==> config.mk <==
export PLATFORM = sky130hd
export DESIGN_NAME = alu_share_arb
export DESIGN_NICKNAME = d
export VERILOG_FILES = /design/src/rtl/alu_share_arb.sv
export SDC_FILE = /design/constraint.sdc
export NUM_CORES = 1
export LEC_CHECK = 0
export CAP_MARGIN = 20
export CORE_MARGIN = 1
export CORE_UTILIZATION = 39
export CTS_CLUSTER_DIAMETER = 80
export DETAILED_ROUTE_END_ITERATION = 8
export HOLD_SLACK_MARGIN = 0.05
export PLACE_DENSITY = 0.93
export SLEW_MARGIN = 20
export SYNTH_ARGS = -nofsm -noshare
export SYNTH_HDL_FRONTEND = slang
export SYNTH_SLANG_ARGS = --single-unit
==> constraint.sdc <==
create_clock -name clk -period 1.9 [get_ports clk]
set_input_delay 0.57 -clock clk [delete_from_list [all_inputs] [get_ports clk]]
set_output_delay 0.57 -clock clk [all_outputs]
set_load 0.02 [all_outputs]
==> src/rtl/alu_share_arb.sv <==
// Round-robin front end sharing one combinational ALU between two requesters.
// Operands are held for a per-op cycle count, then the result is returned on a valid/ready port.
module alu_share_arb #(
    parameter int unsigned LONG_CYCLES  = 4,
    parameter int unsigned SHORT_CYCLES = 1
) (
    input  logic        clk,
    input  logic        rst,
    input  logic        req0_valid,
    output logic        req0_ready,
    input  logic [3:0]  req0_op,
    input  logic [31:0] req0_a,
    input  logic [31:0] req0_b,
    input  logic        req1_valid,
    output logic        req1_ready,
    input  logic [3:0]  req1_op,
    input  logic [31:0] req1_a,
    input  logic [31:0] req1_b,
    output logic [31:0] alu_a,
    output logic [31:0] alu_b,
    output logic [3:0]  alu_op,
    input  logic [31:0] alu_y,
    input  logic        alu_zero,
    output logic        rsp_valid,
    input  logic        rsp_ready,
    output logic        rsp_id,
    output logic [31:0] rsp_y,
    output logic        rsp_zero,
    output logic        busy
);
    localparam logic [3:0] ALU_MUL = 4'd10;
    localparam logic [3:0] ALU_DIV = 4'd11;
    localparam logic [3:0] ALU_MOD = 4'd12;

    localparam logic [3:0] LONG_LOAD  = 4'(LONG_CYCLES - 1);
    localparam logic [3:0] SHORT_LOAD = 4'(SHORT_CYCLES - 1);

    typedef enum logic [1:0] {IDLE, EXEC, RESP} state_t;

    state_t      state;
    logic        prio;
    logic [3:0]  cnt;
    logic        grant0;
    logic        grant1;
    logic [3:0]  sel_op;
    logic [31:0] sel_a;
    logic [31:0] sel_b;

    function automatic logic is_long(input logic [3:0] op);
        return (op == ALU_MUL) || (op == ALU_DIV) || (op == ALU_MOD);
    endfunction

    // prio only breaks ties; a lone valid is always granted.
    always_comb begin
        grant0 = 1'b0;
        grant1 = 1'b0;
        if (req0_valid && req1_valid) begin
            grant0 = !prio;
            grant1 = prio;
        end else begin
            grant0 = req0_valid;
            grant1 = req1_valid;
        end
    end

    assign req0_ready = (state == IDLE) && grant0;
    assign req1_ready = (state == IDLE) && grant1;

    assign sel_op = grant1 ? req1_op : req0_op;
    assign sel_a  = grant1 ? req1_a  : req0_a;
    assign sel_b  = grant1 ? req1_b  : req0_b;

    always_ff @(posedge clk) begin
        if (rst) begin
            state     <= IDLE;
            prio      <= 1'b0;
            cnt       <= '0;
            alu_a     <= '0;
            alu_b     <= '0;
            alu_op    <= '0;
            rsp_valid <= 1'b0;
            rsp_id    <= 1'b0;
            rsp_y     <= '0;
            rsp_zero  <= 1'b0;
            busy      <= 1'b0;
        end else begin
            case (state)
                IDLE: begin
                    if (grant0 || grant1) begin
                        alu_op <= sel_op;
                        alu_a  <= sel_a;
                        alu_b  <= sel_b;
                        rsp_id <= grant1;
                        prio   <= grant0;
                        cnt    <= is_long(sel_op) ? LONG_LOAD : SHORT_LOAD;
                        busy   <= 1'b1;
                        state  <= EXEC;
                    end
                end
                EXEC: begin
                    if (cnt == '0) begin
                        rsp_y     <= alu_y;
                        rsp_zero  <= alu_zero;
                        rsp_valid <= 1'b1;
                        state     <= RESP;
                    end else begin
                        cnt <= cnt - 4'd1;
                    end
                end
                RESP: begin
                    if (rsp_ready) begin
                        rsp_valid <= 1'b0;
                        busy      <= 1'b0;
                        state     <= IDLE;
                    end
                end
                default: begin
                    state <= IDLE;
                end
            endcase
        end
    end
endmodule

---- Yosys cells after proc, flatten, opt, wreduce, memory -nomap -nowiden ----
Cells that the tools add are included.
storage, ports and cells
  input bits .............................. 174
  output and inout bits ................... 106
  flip-flop bits (word level) ............. 111
  word-level logic and storage cells ...... 57
cells by class
  muxes and demuxes ....................... 18
  eq/ne operators ......................... 9
  $add $sub $neg .......................... 1
  reduce and logical (&&, ||, !) cells .... 18
operators with widths
  operator             number
  $mux 32              2
  $eq 4x4->1 const B   3
  $mux 4               3
  $reduce_and 3->1     4
  $mux 2               4
  $pmux 4 s2           1
  $ne 2x2->1 const B   3
  $pmux 2 s3           1
  $reduce_bool 2->1    3
  $mux 1               5
  $logic_not 4->1      1
  $pmux 1 s2           2
  $reduce_and 2->1     2
  $sub 4x1->4 const B  1
  $logic_and 1x1->1    3
  $logic_or 1x1->1     3
  $eq 2x1->1 const B   1
  $eq 2x2->1 const B   1
  $logic_not 2->1      1
  $ne 2x1->1 const B   1
  $logic_not 1->1      1

---- Longest topological paths before layout ----
Gate-level depths: netlist (run 1).
  word-level depth ........................ 9
  gate-level depth with buffers ........... 8
  depth with buffers taken out ............ 6

---- Least setup slack after synthesis (run 1) ----
No wires, ideal clock.
  path kind ............................... input port to output port
  start ................................... input req0_valid
  end ..................................... output req1_ready
  slack ................................... -0.038 ns
  arrival time ............................ 1.368 ns
  cell stages on the path ................. 4
  path buffers ............................ 1
  data required time ...................... 1.330 ns
  path through ............................ inv_2 -> o21ai_2 -> clkbuf_1 -> nor3_1
between the ends
  longest elaborated chain between the ends .. 3
ends and longest elaborated chain
  element            RTL line  RTL
  from (decl)        9         input logic req0_valid,
  $logic_and 1x1->1  57        if (req0_valid && req1_valid) begin
  $mux 1             57
  $logic_and 1x1->1  67        assign req1_ready = (state == IDLE) && grant1;
  to (decl)          15        output logic req1_ready,
No other way between the ends.

---- Worst setup path after layout (run 1) ----
  start ................................... register alu_b[28]
  end ..................................... output alu_b[28]
RTL lines
  element                 RTL line  RTL
  from (decl)             20        output logic [31:0] alu_b,
  from (signal assigned)  92        alu_b <= sel_b;
No word-level cell between the ends.

==> metrics list, run 1 <==
* Static leakage: approximately 4 nW
- Period utilization: 99.0%
* Worst reg2reg startpoint: prio
* Area of the die: about 13000 sq um
- Required arrival time at the worst endpoint: 1.33 ns
- For the finished layout, the period the worst path requires is between 1.5 and 2 ns.
- Clock tree root driver cell: clkbuf_16
* Pin count of the biggest net entering global routing: 69
- The first global-routing pass estimated approximately 24000 um of wire.
- Peak supply drop: 0.000639 V
* Initial antenna violation count: 0
- The worst setup path is launched from a register.
- Fraction of layout instances using a drive strength above 1: 13.9%
- Final routed wire length divided by cell count: 15.3 um
* Count of placed standard cells including taps: roughly 1000
- Pin placement for this block handled 280 I/O pins.
* Count of mapped cells out of synthesis: 587
- After detailed routing, the number of remaining DRC violations is 0.
- Sequential cell area: between 2000 and 2500 sq um
- Clock latency on the worst-skew pair, taken at its later pin, is 0.35 ns.
- Critical Path, Cell by Cell: clkdlybuf4s50_1
- The tree built by TritonCTS fans out to 111 sinks.
* Total half-perimeter wirelength after legalization and detailed placement: 11200 um
- When the netlist entered floorplanning its net count stood at 762.
- Yosys printed 0 warnings.
- At the pin with the least slew margin, the transition time is about 0.52 ns.
- The area growth from synthesis to layout is 71.2%.
- The largest single stage delay on the critical path is approximately 0.62 ns.
- The final layout contains routed wiring with a total length of 15700 um.
- FP Rows: 40
* Post-synthesis sequential area ratio: 44.9%
* Worst setup path start: alu_b[28]
* Width of the die: 115 um
* Pwr/cell area: 1120 nW/um^2
- Across the run, the number of max-cap violations was 0.
- Clock skew on the completed layout was measured at 0.00687 ns.
- Crit-path leading delay family: buffers and inverters
- Routability congestion estimate: 0.781
- The max-slew violation count came to 0.
- Total congestion overflow after global routing: 0
- Number of buffers added to fix hold violations after cts: 0
* Filler-free cell count of the finished design: 1032
* CP max FO: 2
* Via count of the first global-routing pass: approximately 5000
- Number of different library cells in the post-synthesis netlist: 32
- Global routing used 23.1% of the available tracks across all layers.
- Fill cells in the final layout number 930.
* Hold WC Path Type: register to register
* CP Buf/Inv Count: 1
* Worst-path clk slew: roughly 0.070 ns
* Count of antenna diodes in the layout: 0
* Buffers added on ports: 279
- Relative slew slack: 65.1%
- The floorplan step set the die height to around 110 um.
- Number of synthesized register bits: between 100 and 150
- Total power for the finished layout comes to 0.00951 W.
* Area of the placeable core: 12200 sq um
- Summed over its instances, the top area cell type makes up 44.9% of the synthesized netlist area.
- Crit end category: output pin
- Via-per-instance ratio: 5.01
- Summing every instance area after synthesis gives 4950 sq um.
- Maximum root-to-sink buffer count: 2
- TritonCTS Buffers: 9
* Iter 0 DRT Violations: 261
- H-tree depth: 3
- For this configuration, the core starts out at a cell density of 40.6%.
* Final Hold Viols: 0
- Final net count: about 1000
* Final design instance area without fill: 8480 sq um
- Min-Delay Startpoint: rsp_y[25]
- Run status: complete, no violations
* Setup repair after global routing missed its margin: no
- Leading cell types by total area after synthesis: dfxtp_1 45%, a311oi_2 18%, nand2_1 16%, nor2_1 5.5%, a21oi_1 4.0%
* Pre-antenna DRT Iters: 5
- At the worst endpoint, the arrival time is 1.31 ns.
- Setup violations remaining at the end of the flow were counted as 0.
* Per-instance average area after synthesis: 8.44 sq um
* Placed inst area: 8060 sq um
* Clock tree from TritonCTS: done
* Detail Route Antenna Nets: 0
* Multi-input logic area: 2480 sq um
* Fmax: around 530 MHz
- The detailed router placed 5168 vias in this run.
* Slowest CP cell: clkdlybuf4s50_1
- Start-to-end type of the worst setup path: register to output pin
- Post-synthesis cell type with the largest combined area: dfxtp_1
## cell type report
class                   count  share of cell area [%]
clock buffers               9                    2.66
clock inverters             7                   0.870
inverters                   6                   0.266
multi-input cells         421                    29.3
flip-flops and latches    111                    26.2
well taps                 168                    2.48
repair buffers            310                    38.3
## final timing paths
check / end / slack, ns / cells after the start
setup / recovery: alu_b[28] / 0.02 / 1
hold / removal: rsp_y[25] / 0.45 / 2
setup reg to reg: alu_a[2] / 0.20 / 5
hold reg to reg: rsp_y[25] / 0.45 / 2
## report_power, final
group,leakage [nW],switching [W],internal [W],total (W)
combinational,2.94,0.00236,0.00202,0.00438
sequential,0.916,0.000310,0.00290,0.00321
clock,0.134,0.000898,0.00102,0.00192
## state kept, by name, indices dropped and copies added (netlist names), 2 cells and up
| register | cells |
|---|---|
| alu_b | 32 |
| alu_a | 32 |
| state | 2 |
| rsp_y | 32 |
| cnt | 4 |
| alu_op | 4 |
## layout by cell type, fill, tap and decap left out, types with 2 or more instances in the layout
cell type / synthesis / layout
clkdlybuf4s50_1: 0 / 205
buf_12: 0 / 9
nand2_1: 211 / 211
clkbuf_2: 0 / 2
nand2b_1: 3 / 3
nor2b_1: 2 / 2
clkinvlp_4: 0 / 4
mux2i_1: 2 / 2
nor2_1: 72 / 72
clkbuf_16: 0 / 9
a21oi_1: 40 / 40
nor3b_1: 3 / 3
a311oi_1: 10 / 10
inv_1: 5 / 5
buf_4: 11 / 22
dfxtp_1: 111 / 110
dlygate4sd2_1: 0 / 16
buf_6: 1 / 3
dlymetal6s2s_1: 0 / 53
a311oi_2: 60 / 60
## synthesized netlist by cell type
| library cell | n |
|---|---|
| a211oi_1 | 1 |
| a21oi_1 | 40 |
| a22oi_1 | 1 |
| a311oi_1 | 10 |
| a311oi_2 | 60 |
| and2_1 | 2 |
| buf_1 | 1 |
| buf_2 | 13 |
| buf_4 | 11 |
| buf_6 | 1 |
| clkbuf_1 | 23 |
| dfxtp_1 | 111 |
| ha_1 | 1 |
| inv_1 | 5 |
| inv_2 | 1 |
| mux2i_1 | 2 |
| nand2_1 | 211 |
| nand2b_1 | 3 |
| nand3_1 | 1 |
| nand3b_1 | 1 |
| nor2_1 | 72 |
| nor2_2 | 1 |
| nor2b_1 | 2 |
| nor3_1 | 2 |
| nor3b_1 | 3 |
| o2111ai_1 | 1 |
| o21a_1 | 2 |
| o21ai_2 | 1 |
| o2bb2ai_1 | 1 |
| o32a_1 | 1 |
| or2_1 | 1 |
| or3b_2 | 1 |
## through the flow
stage          TNS, ns  utilization (%)  worst slack, ns  hold slack, ns
2_1_floorplan        0                -            0.132           0.446
3_3_place_gp    -35.27             66.0           -0.721           0.441
3_5_place_dp    -39.13             66.0           -0.740           0.446
4_1_cts              0             68.4         0.000558           0.456
5_1_grt              0             69.5        0.0000506           0.478
6_report             0             69.5           0.0198           0.453
## cells by family (layout without fill, tap and decap cells)
family,Yosys count,after routing,share of synthesized area [%]
AOI/OAI and AO/OA,118,118,25.3
muxes,2,2,0.404
DFF,111,111,44.9
and+or+nand+nor,300,300,23.7
adders and majority gates,1,1,0.253
buffers and inverters,55,332,5.48
## per-layer routing
metal  up-vias  track usage (%)  part of all wire [%]
li1       2543                -                     -
met1      2395             25.0                    39
met5         -                0                     0
met2       198             41.7                    51
met4         0             10.1                   2.5
met3        32             6.93                   7.7
## timing repair
item / in CTS / in global routing
buffers inserted: 1 / 0
setup endpoints to repair: 87 / 59
gates resized for setup: 32 / 58
pin swaps: 1 / 2
No activity file was read; power rests on OpenSTA's default activity.
==> inputs of run 2 (changes only) <==
--- a/config.mk
+++ b/config.mk
@@ -6,13 +6,14 @@
 export NUM_CORES = 1
 export LEC_CHECK = 0
 export CAP_MARGIN = 20
+export CORE_ASPECT_RATIO = 0.7
 export CORE_MARGIN = 1
 export CORE_UTILIZATION = 39
 export CTS_CLUSTER_DIAMETER = 80
 export DETAILED_ROUTE_END_ITERATION = 8
 export HOLD_SLACK_MARGIN = 0.05
 export PLACE_DENSITY = 0.93
-export SLEW_MARGIN = 20
+export SLEW_MARGIN = 5
 export SYNTH_ARGS = -nofsm -noshare
 export SYNTH_HDL_FRONTEND = slang
 export SYNTH_SLANG_ARGS = --single-unit
==> metrics list, run 2 (same netlist as run 1, synthesis figures left out) <==
- The critical path is of the register to output pin type.
- CP max FO: 2
- Final WS setup: ~0.035 ns
* Power share of the clock group: 19.2%
* Number of buffers added to fix hold violations after cts: 0
- Crit path DAT: 1.29 ns
* DRC viols: 0
- The floorplan has 34 rows.
- Worst reg2reg setup slack: 0.26 ns
* Most common cell after layout, fill and taps aside: nand2_1
- Maximum root-to-sink buffer count: 2
- Setup repair after global routing left no endpoint under its margin.
* Vertical die dimension: 96.3 um
- The routed design has 15700 um of wire.
- At the pin with the least slew margin, the transition time is 0.527 ns.
* Max Cap Viol: 0
- Static timing analysis puts the maximum clock frequency at 536 MHz.
- Total half-perimeter wirelength after legalization and detailed placement: 11400 um
* Via count of the first global-routing pass: 4774
* Largest stage delay on the critical path: 0.64 ns
* Sequential cell area: roughly 2200 sq um
- The initial utilization of the core area, before any placement, comes to 39.9%.
- The internal portion of the total power is ~0.0058 W.
* Final routed wire length divided by cell count: 15.3 um
- The slowest stage of the critical path is the clkdlybuf4s50_1 cell.
- The final critical path takes up 98.2% of the cycle.
* Ports placed on the boundary: 280
- The area growth from synthesis to layout is 69.8%.
- Summed over all nets, the switching power comes to 0.00349 W.
- Initial antenna violation count: 0
- Iter 0 DRT Violations: 120
- The startpoint identified for the worst hold timing path is rsp_y[4].
- Power consumption: approximately 0.0093 W
- After floorplanning, the core was sized to cover 12400 sq um.
* Slew Viols, Final: 0
- Number of buffers added for setup after CTS: 0
* Worst-path clk slew: 0.07 ns
- Final design utilization: roughly two thirds
- Clock tree root driver cell: clkbuf_16
- Clock latency on the worst-skew pair, taken at its later pin, is 0.34 ns.
* Crit-path leading delay family: buffers and inverters
- In the global route stage, overall resource usage came out at 22.6%.
- CP Buf/Inv Count: 1
- Width of the die: about 140 um
* First-pass GRT wire length: 23200 um
* H-tree depth: 3
- Pre-antenna DRT Iters: 4
- In this run, CTS created clock tree buffers numbering 9.
- Critical Path, Cell by Cell: clkdlybuf4s50_1
- Launching element type of the critical path: register
- Count of antenna diodes in the layout: 0
- Run status: complete, no violations
* Buffers added on ports: 279
- In the final layout, the registers with the most flip-flops are alu_a: 32 flops, alu_b: 32 flops, rsp_y: 32 flops.
- In this run the worst setup path begins at alu_b[6].
- Detail Route Antenna Nets: 0
- Entering global routing, the biggest net connects 69 pins.
* Area of the die: 13200 sq um
* Fraction of layout instances using a drive strength above 1: 13.0%
- Endpoints failing setup: 0
- At the end of routability-driven placement, the weighted congestion stood at 0.770.
* Sequential power share: roughly a third
* Static leakage: 4.06 nW
- Across the routed clock network, the largest skew measured is approximately 0.011 ns.
- OpenSTA, run right after detailed placement, puts the worst setup slack at -0.657 ns.
* Via-per-instance ratio: 5.00
- Of the total power, combinational logic draws 46.8%.
* Worst reg2reg startpoint: cnt[0]
* Final net count: 1031
* Pwr/cell area: 1110 nW/um^2
- Via count: 5109
- TritonCTS sink count: 111
- TritonCTS built the clock tree.
- The min-delay analysis places its worst path in the category register to register.
* Final Hold Viols: 0
- In the layout the commonest cells are 211 x nand2_1, 205 x clkdlybuf4s50_1, 111 x dfxtp_1, 72 x nor2_1, 62 x dlymetal6s2s_1.
- Peak supply drop: 0.000595 V
- STA classifies the critical path endpoint as an output pin.
- For the finished layout, the period the worst path requires is 1.86 ns.
* Relative slew slack: 64.9%
* Multi-input logic area: between 2000 and 2500 sq um
* Required arrival time at the worst endpoint: 1.33 ns
* Net Sw Frac: 37.5%
* Fill cell count: 980
- Total congestion overflow after global routing: 0
-- run 2: routing by layer --
metal  global-route usage [%]  vias up  share of wire (%)
met5                        0        -                  0
met4                     6.02        0                1.4
met3                     8.16       16                8.5
met2                     40.9      190                 50
met1                     25.2     2364                 40
li1                         -     2539                  -
-- run 2: area by class of cell --
class,instances,area share (%)
inverter,6,0.268
timing repair buffer,307,38.2
clock inverter,4,0.372
clock buffer,11,2.89
tap,162,2.41
sequential,111,26.4
multi-input combinational,421,29.4
-- run 2: final timing paths --
check | to | cells past startpoint
setup / recovery | alu_b[6] | 1
hold / removal | rsp_y[4] | 2
setup reg to reg | rsp_y[31] | 7
hold reg to reg | rsp_y[4] | 2
-- run 2: timing repair --
action / in CTS / in global routing
hold endpoints to repair: 0 / 0
resized for setup: 18 / 62
endpoints found under the setup margin: 77 / 62
pin swaps: 1 / 0
-- run 2: power groups by stage --
| stage | logic, W | clock network, W | registers, W |
|---|---|---|---|
| 2_1_floorplan | 0.00190 | 0 | 0.00386 |
| 3_5_place_dp | 0.00447 | 0 | 0.00325 |
| 6_report | 0.00436 | 0.00179 | 0.00317 |
| 5_1_grt | 0.00470 | 0.00193 | 0.00325 |
| 4_1_cts | 0.00444 | 0.00183 | 0.00319 |
| 3_3_place_gp | 0.00437 | 0 | 0.00322 |
-- run 2: per-stage QoR --
step | instances | TNS, ns | hold WS (ns) | area (sq um)
6_report | 1022 | 0 | 0.453 | 8410
5_1_grt | 1022 | 0 | 0.478 | 8410
4_1_cts | 1022 | 0 | 0.456 | 8260
3_5_place_dp | 1007 | -42.54 | 0.447 | 8000
3_3_place_gp | 1007 | -40.79 | 0.441 | 8000
2_1_floorplan | 587 | 0 | 0.446 | 4960
==> inputs of run 3 (changes only) <==
--- a/config.mk
+++ b/config.mk
@@ -5,14 +5,15 @@
 export SDC_FILE = /design/constraint.sdc
 export NUM_CORES = 1
 export LEC_CHECK = 0
+export ABC_AREA = 1
 export CAP_MARGIN = 20
 export CORE_ASPECT_RATIO = 0.7
 export CORE_MARGIN = 1
-export CORE_UTILIZATION = 39
+export CORE_UTILIZATION = 38
 export CTS_CLUSTER_DIAMETER = 80
 export DETAILED_ROUTE_END_ITERATION = 8
 export HOLD_SLACK_MARGIN = 0.05
-export PLACE_DENSITY = 0.93
+export PLACE_DENSITY = 0.92
 export SLEW_MARGIN = 5
 export SYNTH_ARGS = -nofsm -noshare
 export SYNTH_HDL_FRONTEND = slang
==> metrics list, run 3 <==
* Per-instance average area after synthesis: 7.58 sq um
* Worst reg2reg startpoint: prio
* Hold WC Path Type: register to register
* Final design utilization: 68.0%
- WHS: 0.456 ns
- Setup repair after global routing could not meet its margin everywhere.
* Post-synth top area share: 47.1%
- CP Buf/Inv Count: 1
* Period utilization: just under 100%
- STA puts the critical path data required time at between 1 and 1.5 ns.
- On the critical path the largest part of the delay comes from buffers and inverters.
- Count of antenna diodes in the layout: 0
- Pwr/cell area: 1450 nW/um^2
- In this run the worst setup path begins at alu_b[14].
- Area of the placeable core: 11900 sq um
- Counting I/O delays and the setup requirement, the final critical path takes 1.88 ns.
- Arithmetic-cell share of the synthesized area counting full adders, half adders and majority gates: 0.265%
- Post-Route WL: around 16000 um
* Setup clock skew after layout: between 0.006 and 0.007 ns
- H-tree depth: 3
- The biggest area contributor in the post-synthesis netlist is dfxtp_1.
- Start-to-end type of the worst setup path: register to output pin
- Largest registers ranked by flip-flop count: alu_a: 32 flops, alu_b: 32 flops, rsp_y: 32 flops
* Combinational Power Share: 50.6%
* Detail Route Antenna Nets: 0
- The area growth from synthesis to layout is 71.5%.
* Synth warnings: 0
- The analysis attributes to cell leakage a power of between 4 and 5 nW.
- Count of mapped cells out of synthesis: 622
- In this run the register-to-register setup slack is 0.31 ns.
- XOR/XNOR share of the synthesized area: 0%
- Critical Path, Cell by Cell: clkdlybuf4s50_1
* Worst-path clk slew: 0.07 ns
- Slew Viols, Final: 0
- Iter 0 DRT Violations: 299
- Fmax: around 530 MHz
* Post-synthesis sequential area ratio: 47.1%
* Relative slew slack: about half
* Most common cell after layout, fill and taps aside: clkdlybuf4s50_1
* Via-per-instance ratio: slightly above 5
- Synthesized-area fraction occupied by ao, oa, aoi and oai cells: 20.0%
- Clock tree from TritonCTS: done
* Power consumption: 0.0117 W
- Initial core utilization: 39.6%
* Crit end category: output pin
* Number of flops mapped to enable cells by yosys: 0
- Net Sw Frac: 39.7%
- For this design, the slowest cell found on the critical path is clkdlybuf4s50_1.
* Final routed wire length divided by cell count: around 15 um
- Synthesis produced a netlist with a net count of 797.
- CP max FO: 2
* Final design instance area without fill: 8080 sq um
- Accumulated negative setup slack: 0 ns
- Clock tree root driver cell: clkbuf_16
- Via count: around 5300
- After synthesis, the largest family of logic cells by area is simple AND/OR/NAND/NOR gates.
- Ports placed on the boundary: 280
- In this run the tool buffered the top-level ports with 279 buffer cells.
- The HPWL after detailed placement is about 11000 um.
* Most used standard cell by instance count after synthesis: dfxtp_1
- Number of buffers added to fix hold violations after cts: 0
* TritonCTS sink count: between 100 and 150
* Maximum root-to-sink buffer count: 2
- Area of the die: 12900 sq um
* Initial antenna violation count: 0
* Mapped Area: around 4700 sq um
- Final Hold Viols: 0
* Total congestion overflow after global routing: 0
- Power share of the clock group: 17.5%
- FP Rows: 33
* Commonest non-fill, non-tap cells in the layout: 211 x clkdlybuf4s50_1, 111 x dfxtp_1, 85 x nand2_1, 82 x nand3_1, 74 x o21ai_0
- Pin count of the biggest net entering global routing: 70
* Pre-antenna DRT Iters: 5
- Buffers added to address setup during post-CTS repair amount to 0.
- Global routing consumed, over all layers together, 24.0% of the routing resources.
- By count the netlist is led by 111 x dfxtp_1, 86 x nand2_1, 82 x nand3_1.
* Sequential power share: 31.9%
- Vertical die dimension: 95.2 um
- For this run, the leading register cell type out of synthesis is dfxtp_1.
- Fraction of layout instances using a drive strength above 1: 5.54%
- STA classifies the critical path startpoint as a register.
- Final net count: around 1100
- Number of synthesized register bits: 111
- Actual transition at the worst max-transition pin: 0.756 ns
* Leading cell types by total area after synthesis: dfxtp_1 47%, nand3_1 8.7%, o21ai_0 7.9%, nand2_1 6.8%, a31oi_1 6.6%
* Basic-gate share of the synthesized area counting and, or, nand and nor cells: 23.4%
- The placed instances occupy a cell area of 7630 sq um.
- After detailed routing, the number of remaining DRC violations is 0.
- Routability-driven placement finished with a final weighted congestion of 0.831.
* Insertion delay of the later-clocked pin in the worst-skew pair: 0.34 ns
- In this run the most critical hold path is launched from rsp_id.
- Internal power component: 0.00708 W
- Peak supply drop: 0.000724 V
- The die is between 100 and 150 um wide.
* Via count of the first global-routing pass: 5009
- First-pass GRT wire length: about 24000 um
* Share of flip-flops with an asynchronous set or reset after synthesis: 0%
- Crit path DAT: 1.31 ns
- Post-synthesis mux area share: 0%
- Run status: complete, no violations
- Number of different library cells in the post-synthesis netlist: 26
* Endpoints failing setup: 0
- Across the run, the number of max-cap violations was 0.
- Summed over all nets, the switching power comes to 0.00465 W.
- TritonCTS created 9 clock buffers.
- Largest stage delay on the critical path: 0.63 ns
==> run 3: cell types whose count changed after synthesis, sizes merged, moves of 28 or more <==
| cell | previous run | this run |
|---|---|---|
| nand3 | 1 | 83 |
| a21oi | 40 | 12 |
| nand2 | 211 | 89 |
| inv | 6 | 36 |
| o21ai | 1 | 87 |
| a311oi | 70 | 0 |
| a31oi | 0 | 50 |
==> run 3: cell type report <==
cell class / count / area (sq um)
Inverter: 36 / 138
Fill cell: 955 / 3810
Timing Repair Buffer: 299 / 3140
Clock inverter: 7 / 103
Sequential cell: 111 / 2220
Multi-Input combinational cell: 422 / 2060
Clock buffer: 9 / 225
Tap cell: 157 / 196
==> run 3: power groups by stage <==
stage / combinational, W / clock, W / sequential [W]
after floorplan: 0.00227 / 0 / 0.00483
after global placement: 0.00595 / 0 / 0.00376
after detailed placement: 0.00606 / 0 / 0.00379
after CTS: 0.00602 / 0.00211 / 0.00376
after global routing: 0.00641 / 0.00220 / 0.00386
final: 0.00593 / 0.00205 / 0.00375
==> run 3: stage by stage <==
step / std cells / setup WS [ns]
3_5_place_dp: 1025 / -0.668
3_3_place_gp: 1025 / -0.654
4_1_cts: 1041 / 0.00270
2_1_floorplan: 622 / 0.0418
5_1_grt: 1041 / -0.0244
6_report: 1041 / 0.0213
==> run 3: path summary, 6_finish.rpt <==
check	to	cells after the start
max	alu_b[14]	1
min	rsp_id	2
max reg2reg	cnt[1]	10
min reg2reg	rsp_id	2
==> run 3: logic make-up after synthesis <==
group,count (synthesis)
AOI/OAI and AO/OA,167
buffers and inverters,89
adders and majority gates,1
DFF,111
and+or+nand+nor,254
==> run 3: timing repair <==
action | 4_1_cts | 5_1_grt
gates resized for setup | 21 | 57
pin swaps | 0 | 0
setup endpoints to repair | 32 | 57
==> run 3: routing by layer <==
layer	wire length [um]	GRT usage [%]	share of wire, %	vias to the layer above
met5	0	0	0	-
met4	278	7.21	1.7	0
met3	1360	6.96	8.5	20
met2	7560	40.7	47	231
met1	6750	29.5	42	2426
li1	-	-	-	2635
==> variant (config.mk and constraints of run 1) <==
The 3 states of `state_t` get a one-hot encoding in 3 bits.
--- a/src/rtl/alu_share_arb.sv
+++ b/src/rtl/alu_share_arb.sv
@@ -35,7 +35,7 @@
     localparam logic [3:0] LONG_LOAD  = 4'(LONG_CYCLES - 1);
     localparam logic [3:0] SHORT_LOAD = 4'(SHORT_CYCLES - 1);
 
-    typedef enum logic [1:0] {IDLE, EXEC, RESP} state_t;
+    typedef enum logic [2:0] {IDLE = 3'b001, EXEC = 3'b010, RESP = 3'b100} state_t;
 
     state_t      state;
     logic        prio;
Function: no difference found for any inputs over 4 cycles, from zero or initial values and one cycle with rst high; so few cycles prove little.
==> variant against run 1 <==
Synthesized cell count is 12% lower. Sequential cell count increased by 1. Area after synthesis shrank 2.6%. Setup slack improved by 0.0031 ns. Die area shrank 2.5%. Highest routed layer unchanged. Power increased by 12%. Cell area is 0.44% lower. Wire length down 6.4%.
==> variant: results (changes against run 1) <==
| Metric | Value |
|---|---|
| Status | `finished clean (unchanged)` |
| Worst hold path type | `reg2reg (unchanged)` |
| Clock H-tree levels | `3 (unchanged)` |
| Largest registers | `alu_a x32, alu_b x32, rsp_y x32 (unchanged)` |
| HPWL after detailed placement | `10.8 mm (was 11.2 mm)` |
| Max IR drop VDD | `0.000613 V (was 0.000639 V)` |
| Part of the Yosys area used for sequential elements | `46.5% (was 44.9%)` |
| Placer Congestion | `0.759 (was 0.781)` |
| Antenna violations before repair | `1 (was 0)` |
| Iteration-0 DRC count of the detailed router | `186 (was 261)` |
| Critical path's top delay family | `buffers and inverters (unchanged)` |
| Max incr delay on CP | `0.62 ns (about the same)` |
| Total placed cells including tap cells | `946 (was 1015)` |
| Yosys warns | `0 (unchanged)` |
| GRT Total Usage | `22.5% (was 23.1%)` |
| Drt total wl | `14.7 mm (was 15.7 mm)` |
| Worst slew margin relative to its limit | `80.7% (was 65.1%)` |
| Wire length of the first global-routing pass | `22.6 mm (was 23.8 mm)` |
| Syn Area/Cell | `9.37 um^2 (was 8.44 um^2)` |
| Largest cells by area after synthesis | `sky130_fd_sc_hd__dfxtp_1, sky130_fd_sc_hd__mux2i_1, sky130_fd_sc_hd__a211oi_2, sky130_fd_sc_hd__a211oi_1, sky130_fd_sc_hd__nor2_1 (was sky130_fd_sc_hd__dfxtp_1, sky130_fd_sc_hd__a311oi_2, sky130_fd_sc_hd__nand2_1, sky130_fd_sc_hd__nor2_1, sky130_fd_sc_hd__a21oi_1)` |
| Fill cell count | `899 (was 930)` |
| Net count after synthesis | `690 (was 762)` |
| Via density per instance | `4.92 (was 5.01)` |
| Proportion of layout cells with a drive suffix above 1 | `11.8% (was 13.9%)` |
| Number of unique standard cell types used by synthesis | `32 (unchanged)` |
| Clock buffer count from CTS | `9 (unchanged)` |
| Flop2flop setup slack | `0.11 ns (was 0.20 ns)` |
| Hold slack | `0.453 ns (about the same)` |
| Synth cell count leaders | `sky130_fd_sc_hd__dfxtp_1, sky130_fd_sc_hd__nor2_1, sky130_fd_sc_hd__nand2_1, sky130_fd_sc_hd__mux2i_1, sky130_fd_sc_hd__a21oi_1 (was sky130_fd_sc_hd__nand2_1, sky130_fd_sc_hd__dfxtp_1, sky130_fd_sc_hd__nor2_1, sky130_fd_sc_hd__a311oi_2, sky130_fd_sc_hd__a21oi_1)` |
| Root Buffer Master | `sky130_fd_sc_hd__clkbuf_16 (unchanged)` |
| Cell type of the slowest stage on the worst timing path | `sky130_fd_sc_hd__clkdlybuf4s50_1 (unchanged)` |
| Number of optimization iterations in the first detailed-route pass | `4 (was 5)` |
| Switching part of the total | `37.1% (was 37.5%)` |
| Pin count of the biggest net entering global routing | `45 (was 69)` |
| Lkg Pwr | `4.24 nW (was 3.99 nW)` |
| Worst Path Buf+Inv | `1 (unchanged)` |
| Arrival time reported for the critical path endpoint | `1.31 ns (about the same)` |
| Clock Skew | `0.00764 ns (was 0.00687 ns)` |
| Via count | `4772 (was 5168)` |
| Vias in the first global route | `4748 (was 4995)` |
| Reg2Reg Depth | `7 (was 5)` |
-- variant: changes by cell type after synthesis, sizes merged, moves of 3 or more --
cell           run 1  this run
xor2               0         3
mux2i              2        68
a211oi             1        68
nor2              73        78
a311oi            70         0
nand2            211        71
clkbuf            23        16
-- variant: kinds of logic after synthesis --
| kind of cell | after synthesis | synth area share, % |
|---|---|---|
| AND/OR/NAND/NOR | 169 | 14.8 |
| XOR/XNOR | 3 | 0.545 |
| multiplexers | 68 | 14.1 |
| AO/OA/AOI/OAI | 117 | 19.3 |
| adder cells (fa/ha/maj) | 1 | 0.259 |
| flip-flops | 112 | 46.5 |
| buffers and inverters | 45 | 4.49 |
-- variant: metal layers --
layer  wire length, um  vias up  track usage [%]
met1              5520     2204             23.1
met2              7880      166             43.6
met5                 0        -                0
met4               431        0             10.5
met3               906       28             4.50
li1                  -     2374                -
-- variant: per-stage QoR --
stage | power (mW) | setup TNS [ns] | cell area [um^2] | worst slack [ns]
floorplan | 6.31 | 0 | 4830 | 0.0549
finish | 10.6 | 0 | 8440 | 0.0228
CTS | 10.6 | 0 | 8250 | 0.00254
global route | 11.2 | -0.0431 | 8440 | -0.0171
global placement | 8.45 | -34.25 | 7920 | -0.738
detailed placement | 8.60 | -39.10 | 7920 | -0.742
-- variant: final timing paths --
check | from | to
max | alu_a[20]$_SDFFE_PP0P_ | alu_a[20]
min | rsp_zero$_SDFFE_PP0P_ | rsp_zero$_SDFFE_PP0P_
max reg2reg | state[1]$_SDFFE_PP0P_ | alu_a[17]$_SDFFE_PP0P_
min reg2reg | rsp_zero$_SDFFE_PP0P_ | rsp_zero$_SDFFE_PP0P_
-- variant: layout make-up --
cell class	instances	area [um^2]	share of cell area, %
antenna	1	2.50	0.0296
sequential	112	2250	26.6
timing repair buffer	310	3270	38.7
clock buffer	9	225	2.67
inverter	4	15.0	0.178
clock inverter	7	92.6	1.10
multi-input combinational	358	2390	28.3
tap	168	210	2.49
-- variant: what timing repair did --
item / in CTS / in global routing
buffers inserted: 1 / 4
hold endpoints to repair: 0 / 0
gates resized for setup: 38 / 56
endpoints found under the setup margin: 73 / 61
gates cloned: 0 / 1
pin swaps: 1 / 1
-- variant: power by group through the flow --
| stage | sequential [mW] | clock, mW | combinational (mW) |
|---|---|---|---|
| global route | 3.45 | 2.19 | 5.58 |
| global placement | 3.39 | 0 | 5.06 |
| finish | 3.37 | 2.04 | 5.21 |
| CTS | 3.38 | 2.09 | 5.15 |
| floorplan | 4.17 | 0 | 2.14 |
| detailed placement | 3.43 | 0 | 5.17 |
